### src/rtl/uart_core.sv
// UART with independent TX and RX engines, 16x oversampled receive, optional parity.
// Latency: tx drives the start bit one clk after the handshake; rxValid rises one clk after the stop bit's mid-bit sample.
// Backpressure: txReady is high only while TX is idle; a received frame arriving while rxValid is still held is dropped and flagged as rxOverrun.
module uart_core #(
  parameter int CLOCK_RATE = 100000000,
  parameter int BAUD_RATE  = 9600,
  parameter int DATA_BITS  = 8,
  parameter int PARITY     = 0,
  parameter int STOP_BITS  = 1
) (
  input  logic                 clk,
  input  logic                 rst,
  input  logic                 rx,
  output logic                 tx,
  input  logic [DATA_BITS-1:0] txData,
  input  logic                 txValid,
  output logic                 txReady,
  output logic                 txBusy,
  output logic [DATA_BITS-1:0] rxData,
  output logic                 rxValid,
  input  logic                 rxReady,
  output logic                 rxFrameErr,
  output logic                 rxParityErr,
  output logic                 rxOverrun,
  output logic                 rxBusy
);

  localparam int DIV      = CLOCK_RATE / (BAUD_RATE * 16);
  localparam int BIT_CLKS = 16 * DIV;
  localparam int DIVW     = $clog2(DIV + 1);
  localparam int BCW      = $clog2(BIT_CLKS + 1);

  typedef enum logic [2:0] {S_IDLE, S_START, S_DATA, S_PAR, S_STOP} state_t;

  // ---------------- transmitter ----------------
  state_t                 tx_st_q;
  logic                   tx_q;
  logic [BCW-1:0]         tx_cnt_q;
  logic [2:0]             tx_idx_q;
  logic                   tx_stop_q;
  logic [DATA_BITS-1:0]   tx_shift_q;
  logic                   tx_par_q;

  // TX frame sequencer; the bit timer restarts on the handshake so each bit lasts exactly BIT_CLKS
  always_ff @(posedge clk) begin
    if (rst) begin
      tx_st_q    <= S_IDLE;
      tx_q       <= 1'b1;
      tx_cnt_q   <= '0;
      tx_idx_q   <= '0;
      tx_stop_q  <= 1'b0;
      tx_shift_q <= '0;
      tx_par_q   <= 1'b0;
    end else if (tx_st_q == S_IDLE) begin
      if (txValid) begin
        tx_st_q    <= S_START;
        tx_q       <= 1'b0;
        tx_cnt_q   <= '0;
        tx_shift_q <= txData;
        tx_par_q   <= (PARITY == 2) ? ~(^txData) : (^txData);
      end
    end else if (tx_cnt_q != BCW'(BIT_CLKS - 1)) begin
      tx_cnt_q <= tx_cnt_q + 1'b1;
    end else begin
      tx_cnt_q <= '0;
      case (tx_st_q)
        S_START: begin
          tx_st_q  <= S_DATA;
          tx_q     <= tx_shift_q[0];
          tx_idx_q <= '0;
        end
        S_DATA: begin
          if (tx_idx_q == 3'(DATA_BITS - 1)) begin
            if (PARITY != 0) begin
              tx_st_q <= S_PAR;
              tx_q    <= tx_par_q;
            end else begin
              tx_st_q   <= S_STOP;
              tx_q      <= 1'b1;
              tx_stop_q <= 1'b0;
            end
          end else begin
            tx_idx_q   <= tx_idx_q + 3'd1;
            tx_q       <= tx_shift_q[1];
            tx_shift_q <= {1'b0, tx_shift_q[DATA_BITS-1:1]};
          end
        end
        S_PAR: begin
          tx_st_q   <= S_STOP;
          tx_q      <= 1'b1;
          tx_stop_q <= 1'b0;
        end
        S_STOP: begin
          if (tx_stop_q == 1'(STOP_BITS - 1)) begin
            tx_st_q <= S_IDLE;
            tx_q    <= 1'b1;
          end else begin
            tx_stop_q <= 1'b1;
          end
        end
        default: begin
          tx_st_q <= S_IDLE;
          tx_q    <= 1'b1;
        end
      endcase
    end
  end

  assign tx      = tx_q;
  assign txReady = (tx_st_q == S_IDLE) && !rst;
  assign txBusy  = (tx_st_q != S_IDLE) && !rst;

  // ---------------- receiver ----------------
  logic                 rx_meta_q, rx_sync_q;
  logic [DIVW-1:0]      div_q;
  logic                 tick;
  state_t               rx_st_q;
  logic [3:0]           rx_cnt_q;
  logic [3:0]           rx_cnt_d;
  logic [2:0]           rx_idx_q;
  logic [DATA_BITS-1:0] rx_shift_q;
  logic                 s7_q, s8_q, rx_perr_q;
  logic                 maj;
  logic [DATA_BITS-1:0] rx_data_q;
  logic                 rx_vld_q, rx_ferr_q, rx_perr_out_q, rx_ovr_q;

  // Two-flop synchronizer on the asynchronous line; idles high
  always_ff @(posedge clk) begin
    if (rst) begin
      rx_meta_q <= 1'b1;
      rx_sync_q <= 1'b1;
    end else begin
      rx_meta_q <= rx;
      rx_sync_q <= rx_meta_q;
    end
  end

  // Free-running 16x oversampling tick
  always_ff @(posedge clk) begin
    if (rst || tick) div_q <= '0;
    else             div_q <= div_q + 1'b1;
  end

  assign tick     = (div_q == DIVW'(DIV - 1));
  assign rx_cnt_d = rx_cnt_q + 4'd1;
  assign maj      = (s7_q & s8_q) | (s7_q & rx_sync_q) | (s8_q & rx_sync_q);

  // RX frame sequencer; each bit is decided on its cnt=9 tick by 2-of-3 vote
  always_ff @(posedge clk) begin
    if (rst) begin
      rx_st_q       <= S_IDLE;
      rx_cnt_q      <= '0;
      rx_idx_q      <= '0;
      rx_shift_q    <= '0;
      s7_q          <= 1'b0;
      s8_q          <= 1'b0;
      rx_perr_q     <= 1'b0;
      rx_data_q     <= '0;
      rx_vld_q      <= 1'b0;
      rx_ferr_q     <= 1'b0;
      rx_perr_out_q <= 1'b0;
      rx_ovr_q      <= 1'b0;
    end else begin
      if (rx_vld_q && rxReady) begin
        rx_vld_q <= 1'b0;
        rx_ovr_q <= 1'b0;
      end
      if (tick) begin
        if (rx_st_q == S_IDLE) begin
          if (!rx_sync_q) begin
            rx_st_q   <= S_START;
            rx_cnt_q  <= '0;
            rx_perr_q <= 1'b0;
          end
        end else begin
          rx_cnt_q <= rx_cnt_d;
          if (rx_cnt_d == 4'd7) s7_q <= rx_sync_q;
          if (rx_cnt_d == 4'd8) s8_q <= rx_sync_q;
          if (rx_cnt_d == 4'd9) begin
            case (rx_st_q)
              S_START: begin
                if (maj) begin
                  rx_st_q <= S_IDLE;
                end else begin
                  rx_st_q  <= S_DATA;
                  rx_idx_q <= '0;
                end
              end
              S_DATA: begin
                rx_shift_q <= {maj, rx_shift_q[DATA_BITS-1:1]};
                rx_idx_q   <= rx_idx_q + 3'd1;
                if (rx_idx_q == 3'(DATA_BITS - 1))
                  rx_st_q <= (PARITY != 0) ? S_PAR : S_STOP;
              end
              S_PAR: begin
                rx_perr_q <= (PARITY == 2) ? ~(^rx_shift_q ^ maj) : (^rx_shift_q ^ maj);
                rx_st_q   <= S_STOP;
              end
              S_STOP: begin
                rx_st_q <= S_IDLE;
                if (!rx_vld_q || rxReady) begin
                  rx_data_q     <= rx_shift_q;
                  rx_ferr_q     <= ~maj;
                  rx_perr_out_q <= (PARITY != 0) ? rx_perr_q : 1'b0;
                  rx_vld_q      <= 1'b1;
                end else begin
                  rx_ovr_q <= 1'b1;
                end
              end
              default: rx_st_q <= S_IDLE;
            endcase
          end
        end
      end
    end
  end

  assign rxData      = rx_data_q;
  assign rxValid     = rx_vld_q;
  assign rxFrameErr  = rx_ferr_q;
  assign rxParityErr = rx_perr_out_q;
  assign rxOverrun   = rx_ovr_q;
  assign rxBusy      = (rx_st_q != S_IDLE) && !rst;

endmodule

### config.mk
export PLATFORM = sky130hd
export DESIGN_NAME = uart_core
export DESIGN_NICKNAME = d
export VERILOG_FILES = /design/src/rtl/uart_core.sv
export SDC_FILE = /design/constraint.sdc
export NUM_CORES = 1
export LEC_CHECK = 0
export BUFFER_PORTS_ARGS = -buffer_cell sky130_fd_sc_hd__buf_2
export CORE_MARGIN = 4
export CORE_UTILIZATION = 25
export DETAILED_ROUTE_END_ITERATION = 16
export MAX_ROUTING_LAYER = met4
export SKIP_CTS_REPAIR_TIMING = 1
export SYNTH_ARGS = -nofsm -noshare
export SYNTH_HDL_FRONTEND = slang
export SYNTH_SLANG_ARGS = --single-unit
### constraint.sdc
create_clock -name clk -period 5.1 [get_ports clk]
set_clock_uncertainty 0.15 [all_clocks]
set_input_delay 0.51 -clock clk [delete_from_list [all_inputs] [get_ports clk]]
set_output_delay 0.51 -clock clk [all_outputs]
set_load 0.02 [all_outputs]
==> results of run 1 <==
cells by family after synthesis:
group / after synthesis / synth area share [%]
AOI/OAI and AO/OA: 68 / 13.1
xor gates and xnor gates: 13 / 3.35
adders and majority gates: 12 / 4.38
buffers and inverters: 25 / 3.71
DFF: 72 / 42.4
muxes: 28 / 8.31
other: 1 / 0.110
and+or+nand+nor: 166 / 24.6
placed cells by master, fill, tap and decap left out, types with 7 or more instances in the layout:
master,count
sky130_fd_sc_hd__a211oi_1,8
sky130_fd_sc_hd__a21oi_1,16
sky130_fd_sc_hd__a31oi_1,9
sky130_fd_sc_hd__buf_2,27
sky130_fd_sc_hd__clkbuf_16,9
sky130_fd_sc_hd__dfxtp_1,72
sky130_fd_sc_hd__ha_1,11
sky130_fd_sc_hd__mux2i_1,26
sky130_fd_sc_hd__nand2_1,43
sky130_fd_sc_hd__nand3_1,11
sky130_fd_sc_hd__nor2_1,46
sky130_fd_sc_hd__nor2b_1,7
sky130_fd_sc_hd__nor3_1,8
sky130_fd_sc_hd__o21ai_0,12
sky130_fd_sc_hd__xnor2_1,7
report_power, final:
part,switching [mW],internal [mW]
clock network,0.249,0.394
registers,0.0116,0.576
logic,0.0442,0.0279
total,0.305,0.997
area by class of cell:
| cell class | instances | area (um^2) | share of cell area, % |
|---|---|---|---|
| Inverter | 7 | 26.3 | 0.658 |
| Sequential cell | 72 | 1440 | 36.1 |
| Clock buffer | 10 | 239 | 5.99 |
| Tap cell | 176 | 220 | 5.52 |
| Clock inverter | 6 | 67.6 | 1.69 |
| Timing Repair Buffer | 30 | 158 | 3.95 |
| Multi-Input combinational cell | 288 | 1840 | 46.1 |
per-layer routing:
metal | vias to the layer above | GRT usage [%] | routed length [um]
li1 | 1429 | - | -
met1 | 1300 | 12.4 | 3560
met2 | 54 | 15.6 | 3420
met3 | 11 | 2.19 | 216
met4 | 0 | 3.68 | 118
met5 | - | - | 0
sequential cells by signal, indices dropped and copies added (netlist names), 3 cells and up:
| name | count |
|---|---|
| rx_idx_q | 3 |
| div_q | 10 |
| tx_cnt_q | 14 |
| rx_cnt_q | 4 |
| rx_shift_q | 8 |
| tx_shift_q | 8 |
| rxData | 8 |
| rx_st_q | 3 |
| tx_st_q | 3 |
| tx_idx_q | 3 |
stage by stage:
| step | worst slack, ns | instances |
|---|---|---|
| 6_report | 2.42 | 589 |
| 5_1_grt | 2.19 | 589 |
| 4_1_cts | 2.44 | 589 |
| 3_5_place_dp | 2.50 | 573 |
| 3_3_place_gp | 2.60 | 573 |
| 2_1_floorplan | 2.97 | 385 |
critical path, stage by stage, from the launching register on:
cell and delay [ns]:
sky130_fd_sc_hd__dfxtp_1 0.47, sky130_fd_sc_hd__ha_1 0.30, sky130_fd_sc_hd__nand2_1 0.09, sky130_fd_sc_hd__o21ai_0 0.31
sky130_fd_sc_hd__a21o_1 0.27, sky130_fd_sc_hd__nand4b_1 0.52, sky130_fd_sc_hd__mux2_2 0.47
final timing paths:
path                                 start  cells after the start  slack, ns                       to
setup / recovery  rx_cnt_q[1]$_SDFFE_PP0P_                      6       2.42  rxFrameErr$_SDFFE_PP0P_
hold / removal                          rx                      2       0.23     rx_meta_q$_SDFF_PP1_
setup reg to reg  rx_cnt_q[1]$_SDFFE_PP0P_                      6       2.42  rxFrameErr$_SDFFE_PP0P_
hold reg to reg       rx_meta_q$_SDFF_PP1_                      1       0.26     rx_sync_q$_SDFF_PP1_
==> impl_table.tex, run 1 <==
\begin{tabular}{lr}
\hline
Metric & Value \\
\hline
\multicolumn{2}{l}{\textbf{Synthesis}} \\
\quad Top area cells in the synthesized netlist & sky130\_fd\_sc\_hd\_\_dfxtp\_1 (42\%), sky130\_fd\_sc\_hd\_\_mux2i\_1 (7.6\%), sky130\_fd\_sc\_hd\_\_nor2\_1 (5.1\%) \\
\quad Main synth FF type & sky130\_fd\_sc\_hd\_\_dfxtp\_1 \\
\quad Area share of the leading cell type in the synthesized netlist & 42.4\% \\
\quad Dominant cell type by area after synthesis & sky130\_fd\_sc\_hd\_\_dfxtp\_1 \\
\quad FF+latch count, synth & 72 \\
\quad Number of flops mapped to enable cells by yosys & 0 \\
\quad Most numerous cell types in the synthesized netlist & sky130\_fd\_sc\_hd\_\_dfxtp\_1 (72), sky130\_fd\_sc\_hd\_\_nor2\_1 (46), sky130\_fd\_sc\_hd\_\_nand2\_1 (43), sky130\_fd\_sc\_hd\_\_mux2i\_1 (26), sky130\_fd\_sc\_hd\_\_a21oi\_1 (16) \\
\quad Nets in the synthesized netlist & 409 \\
\quad Unique masters post-synth & 50 \\
\quad Area of the mapped netlist & 0.00340 mm\^{}2 \\
\quad Cells after synthesis & 385 \\
\quad Post-synth ARST share & 0\% \\
\quad Synth Warn \# & 0 \\
\quad Cell with the most instances after synthesis & sky130\_fd\_sc\_hd\_\_dfxtp\_1 \\
\quad Sequential share of the synthesized area & 42.4\% \\
\quad Average size of a mapped cell & 8.84 um\^{}2 \\
\multicolumn{2}{l}{\textbf{Placed design}} \\
\quad Half-perimeter wire length after placement & 4.92 mm \\
\quad Final GP Congestion & 0.758 \\
\quad Placed Area & 0.00368 mm\^{}2 \\
\quad Port-buffer cells & 27 \\
\multicolumn{2}{l}{\textbf{Setup path}} \\
\quad Critical Path Start Type & flip-flop \\
\quad Type of the worst setup path & flip-flop to flip-flop \\
\quad Worst Path Arrival & 2.76 ns \\
\quad Endpoint type of the worst setup path & flip-flop \\
\quad Largest fanout on the critical path & 9 \\
\quad Required time of the worst setup path & 5.17 ns \\
\multicolumn{2}{l}{\textbf{STA}} \\
\quad Transition time of the tightest slew-check pin & 1.01 ns \\
\quad Total negative slack for setup checks & 0 ns \\
\quad Worst Hold Margin & 0.227 ns \\
\quad Final Cycle Share & 52.6\% \\
\quad Slew margin rel. & 32.2\% \\
\quad Max Transition Viols Final & 0 \\
\quad Final count of negative-setup-slack endpoints & 0 \\
\quad Unrepaired setup endpoints after global routing & no \\
\quad Period minus WS final & 2.68 ns \\
\quad Total count of hold-check failures in the final report & 0 \\
\quad Peak clock frequency supported by timing & 0.373 GHz \\
\multicolumn{2}{l}{\textbf{Die}} \\
\quad Initial cell density of the core & 25.6\% \\
\quad Standard cell core area & 0.0133 mm\^{}2 \\
\quad Standard-cell rows & 42 \\
\quad Number of top-level pins & 29 \\
\quad Die Height & 125 um \\
\quad Die area & 0.0155 mm\^{}2 \\
\quad Die Wd & 125 um \\
\multicolumn{2}{l}{\textbf{Clocking}} \\
\quad Total CTS buffers & 9 \\
\quad Number of sinks handled by clock tree synthesis & 72 \\
\quad Clock tree from TritonCTS & yes \\
\quad Root Driver & sky130\_fd\_sc\_hd\_\_clkbuf\_16 \\
\quad Latest clock arrival within the worst-skew pair & 0.33 ns \\
\quad CTS HTree Levels & 3 \\
\quad Longest Clk Path Bufs & 2 \\
\quad Register clock-pin slew on the reported worst setup and hold paths & 0.06 ns \\
\multicolumn{2}{l}{\textbf{Global routing}} \\
\quad Initial antenna violation count & 0 \\
\quad First-pass GRT wire length & 12.8 mm \\
\quad Largest net degree at the start of global routing & 39 \\
\quad GRT Overall Usage & 9.88\% \\
\quad Final global-route overflow total & 0 \\
\quad Number of global-route vias before repair & 2712 \\
\multicolumn{2}{l}{\textbf{Cells and area}} \\
\quad Fin util & 30.0\% \\
\quad Share of final-layout standard cells stronger than drive strength 1 & 14.3\% \\
\quad Fill cell instance count of the final layout & 1379 \\
\quad Area added between synthesis and finish & 17.3\% \\
\quad Count of nets after finishing & 432 \\
\quad Number of inserted diodes & 0 \\
\quad Post-route standard cell area excluding fillers & 0.00399 mm\^{}2 \\
\multicolumn{2}{l}{\textbf{Pwr}} \\
\quad Post-route total power & 1.30 mW \\
\quad Max VDD drop & 0.213 mV \\
\quad Leak pwr & 1.61 nW \\
\quad Total power divided by cell area & 326 mW/mm\^{}2 \\
\multicolumn{2}{l}{\textbf{Job}} \\
\quad Number of maximum-capacitance constraint violations & 0 \\
\multicolumn{2}{l}{\textbf{Hold path}} \\
\quad Worst min-delay path category & input port to flip-flop \\
\multicolumn{2}{l}{\textbf{Routing}} \\
\quad Routed length per instance & 12.4 um \\
\quad Final wirelength & 7.32 mm \\
\quad DRC violations left & 0 \\
\quad Post-detailed-route via-to-cell ratio & 4.74 \\
\quad Antenna-violating nets left & 0 \\
\quad Count of routing violations after the opening detailed-route iteration & 131 \\
\quad Number of vias in the routed layout & 2794 \\
\quad Number of detailed-routing iterations run before antenna repair & 4 \\
\multicolumn{2}{l}{\textbf{Status}} \\
\quad Outcome & complete, no violations \\
\hline
\end{tabular}
No activity file was read; power rests on OpenSTA's default activity.
==> run 2: changes to the inputs <==
- ABC_AREA: unset -> 1
- clock period: 5.1 -> 2.74 ns (I/O delays scaled with it)
==> run 2 against run 1 <==
  * Clock power grew 82%
  * Synthesized cell count increased by 58%
  * Count of clock-buffer cells in the layout stayed put
  * Cell count up 41%
  * Global-route usage is 0.17 points higher
  * Largest cell class unchanged
  * Register-to-register slack got worse by 1.6 ns
  * Core utilization fell by 0.47 points
  * Sequential cell count stayed put
  * Sequential share of layout area decreased by 4.0 points
==> impl_table.tex, run 2 <==
\begin{tabular}{lr}
\hline
Metric & Value \\
\hline
\multicolumn{2}{l}{\textbf{Placed design}} \\
\quad Dpl cells & 813 \\
\quad Port-buffer cells & 27 \\
\quad Final GP Congestion & 0.856 \\
\quad Half-perimeter wire length after placement & 5.83 mm \\
\quad Setup slack at placement & 0.848 ns \\
\quad Placed Area & 0.00419 mm\^{}2 \\
\multicolumn{2}{l}{\textbf{Setup path}} \\
\quad Type of the worst setup path & flip-flop to primary output \\
\quad Register-to-Register Setup Slack & 0.85 ns \\
\quad Required time of the worst setup path & 2.32 ns \\
\quad Endpoint type of the worst setup path & primary output \\
\quad Worst Path Arrival & 1.68 ns \\
\quad Largest fanout on the critical path & 14 \\
\quad Critical Path Start Type & flip-flop \\
\multicolumn{2}{l}{\textbf{Cells and area}} \\
\quad Most frequent cells in the layout & sky130\_fd\_sc\_hd\_\_nand2\_1 (176), sky130\_fd\_sc\_hd\_\_inv\_1 (99), sky130\_fd\_sc\_hd\_\_nor2\_1 (95) \\
\quad Number of inserted diodes & 0 \\
\quad Fin util & 29.6\% \\
\quad Number of flip-flops under the largest register name & 14 \\
\quad Commonest non-fill, non-tap cell in the layout & sky130\_fd\_sc\_hd\_\_nand2\_1 \\
\quad Count of nets after finishing & 661 \\
\quad Fill cell instance count of the final layout & 1682 \\
\quad Area added between synthesis and finish & 16.1\% \\
\quad Multi-input logic area & 0.00195 mm\^{}2 \\
\quad Share of final-layout standard cells stronger than drive strength 1 & 10.9\% \\
\quad Storage cell area & 0.00144 mm\^{}2 \\
\quad Number of standard cells in the final layout excluding fillers & 829 \\
\quad Regs by FF count & tx\_cnt\_q (14), div\_q (10) \\
\quad Post-route standard cell area excluding fillers & 0.00449 mm\^{}2 \\
\quad Reg with most FFs & tx\_cnt\_q \\
\multicolumn{2}{l}{\textbf{Synthesis}} \\
\quad Area share of the leading cell type in the synthesized netlist & 37.2\% \\
\quad Cell with the most instances after synthesis & sky130\_fd\_sc\_hd\_\_nand2\_1 \\
\quad FF+latch count, synth & 72 \\
\quad Area of the mapped netlist & 0.00387 mm\^{}2 \\
\quad Cells after synthesis & 608 \\
\quad Average size of a mapped cell & 6.37 um\^{}2 \\
\quad Main synth FF type & sky130\_fd\_sc\_hd\_\_dfxtp\_1 \\
\quad Dominant cell type by area after synthesis & sky130\_fd\_sc\_hd\_\_dfxtp\_1 \\
\quad Nets in the synthesized netlist & 632 \\
\quad Top area cells in the synthesized netlist & sky130\_fd\_sc\_hd\_\_dfxtp\_1 (37\%), sky130\_fd\_sc\_hd\_\_nand2\_1 (17\%), sky130\_fd\_sc\_hd\_\_inv\_1 (9.6\%) \\
\quad Most numerous cell types in the synthesized netlist & sky130\_fd\_sc\_hd\_\_nand2\_1 (176), sky130\_fd\_sc\_hd\_\_inv\_1 (99), sky130\_fd\_sc\_hd\_\_nor2\_1 (95), sky130\_fd\_sc\_hd\_\_dfxtp\_1 (72), sky130\_fd\_sc\_hd\_\_nand3\_1 (45) \\
\quad Unique masters post-synth & 30 \\
\quad Number of flops mapped to enable cells by yosys & 0 \\
\quad Post-synth ARST share & 0\% \\
\quad Sequential share of the synthesized area & 37.2\% \\
\quad Synth Warn \# & 0 \\
\multicolumn{2}{l}{\textbf{Pwr}} \\
\quad Total power divided by cell area & 739 mW/mm\^{}2 \\
\quad Max VDD drop & 0.304 mV \\
\quad Post-route total power & 3.32 mW \\
\quad Leak pwr & 2.11 nW \\
\multicolumn{2}{l}{\textbf{Hold path}} \\
\quad Worst min-delay path category & input port to flip-flop \\
\multicolumn{2}{l}{\textbf{Die}} \\
\quad Die Height & 132 um \\
\quad Die Wd & 132 um \\
\quad Number of top-level pins & 29 \\
\quad Initial cell density of the core & 25.5\% \\
\quad Standard cell core area & 0.0152 mm\^{}2 \\
\quad Standard-cell rows & 45 \\
\quad Die area & 0.0175 mm\^{}2 \\
\multicolumn{2}{l}{\textbf{Routing}} \\
\quad Routed length per instance & 9.84 um \\
\quad Number of detailed-routing iterations run before antenna repair & 4 \\
\quad Antenna-violating nets left & 0 \\
\quad DRC violations left & 0 \\
\quad Final wirelength & 8.16 mm \\
\quad Number of vias in the routed layout & 3513 \\
\quad Post-detailed-route via-to-cell ratio & 4.24 \\
\quad Count of routing violations after the opening detailed-route iteration & 193 \\
\multicolumn{2}{l}{\textbf{Job}} \\
\quad Number of maximum-capacitance constraint violations & 0 \\
\multicolumn{2}{l}{\textbf{Clocking}} \\
\quad Clock tree from TritonCTS & yes \\
\quad Latest clock arrival within the worst-skew pair & 0.34 ns \\
\quad Total CTS buffers & 9 \\
\quad Root Driver & sky130\_fd\_sc\_hd\_\_clkbuf\_16 \\
\quad Register clock-pin slew on the reported worst setup and hold paths & 0.06 ns \\
\quad CTS HTree Levels & 3 \\
\quad Longest Clk Path Bufs & 2 \\
\quad Number of sinks handled by clock tree synthesis & 72 \\
\multicolumn{2}{l}{\textbf{STA}} \\
\quad Peak clock frequency supported by timing & 0.476 GHz \\
\quad Period minus WS final & 2.10 ns \\
\quad Total negative slack for setup checks & 0 ns \\
\quad Total count of hold-check failures in the final report & 0 \\
\quad Final Cycle Share & 76.7\% \\
\quad Final count of negative-setup-slack endpoints & 0 \\
\quad Crit path setup slack, layout & 0.639 ns \\
\quad Unrepaired setup endpoints after global routing & no \\
\quad Worst Hold Margin & 0.0380 ns \\
\quad Max Transition Viols Final & 0 \\
\multicolumn{2}{l}{\textbf{Global routing}} \\
\quad Number of global-route vias before repair & 3243 \\
\quad Final global-route overflow total & 0 \\
\quad Initial antenna violation count & 0 \\
\quad Largest net degree at the start of global routing & 27 \\
\quad First-pass GRT wire length & 14.4 mm \\
\quad GRT Overall Usage & 10.1\% \\
\multicolumn{2}{l}{\textbf{Status}} \\
\quad Outcome & complete, no violations \\
\hline
\end{tabular}
## run 2: metal layers
layer  vias to the layer above  GRT usage [%]  wire [um]
li1                       1925              -          -
met1                      1528           12.7       4180
met2                        49           15.4       3610
met3                        11           3.65        269
met4                         0           2.31         97
met5                         -              -          0
## run 2: final cells by class
cell class | instances | area share (%)
Multi-Input combinational cell | 418 | 43.4
Sequential cell | 72 | 32.1
Inverter | 103 | 8.60
Clock buffer | 10 | 5.32
Tap cell | 188 | 5.24
Timing Repair Buffer | 33 | 4.07
Clock inverter | 5 | 1.28
## run 2: critical path: stages (launching register included)
cell and delay (ns):
sky130_fd_sc_hd__dfxtp_1 0.30, sky130_fd_sc_hd__inv_1 0.28, sky130_fd_sc_hd__nand2_2 0.28, sky130_fd_sc_hd__nor2_1 0.26, sky130_fd_sc_hd__buf_2 0.21
## run 2: path summary, 6_finish.rpt
kind	start	to	cells after the start
setup / recovery	tx_st_q[1]$_SDFFE_PP0P_	txReady	4
hold reg to reg	rxOverrun$_SDFF_PP0_	rxOverrun$_SDFF_PP0_	2
setup reg to reg	tx_cnt_q[0]$_SDFFE_PP0P_	tx_shift_q[6]$_SDFFE_PP0P_	9
hold / removal	rxReady	rxOverrun$_SDFF_PP0_	4
## run 2: where the power goes
part	total, mW	internal [mW]	switching, mW
clock network	1.17	0.724	0.449
registers	1.22	1.15	0.0659
logic	0.930	0.283	0.647
total	3.32	2.16	1.16
## run 2: logic make-up after synthesis
family / Yosys count / synth area share [%]
AO/OA/AOI/OAI: 45 / 6.14
XOR/XNOR: 5 / 1.13
adder cells (fa/ha/maj): 11 / 3.56
buffers and inverters: 118 / 12.4
flip-flops: 72 / 37.2
other: 1 / 0.0969
AND/OR/NAND/NOR: 356 / 39.5
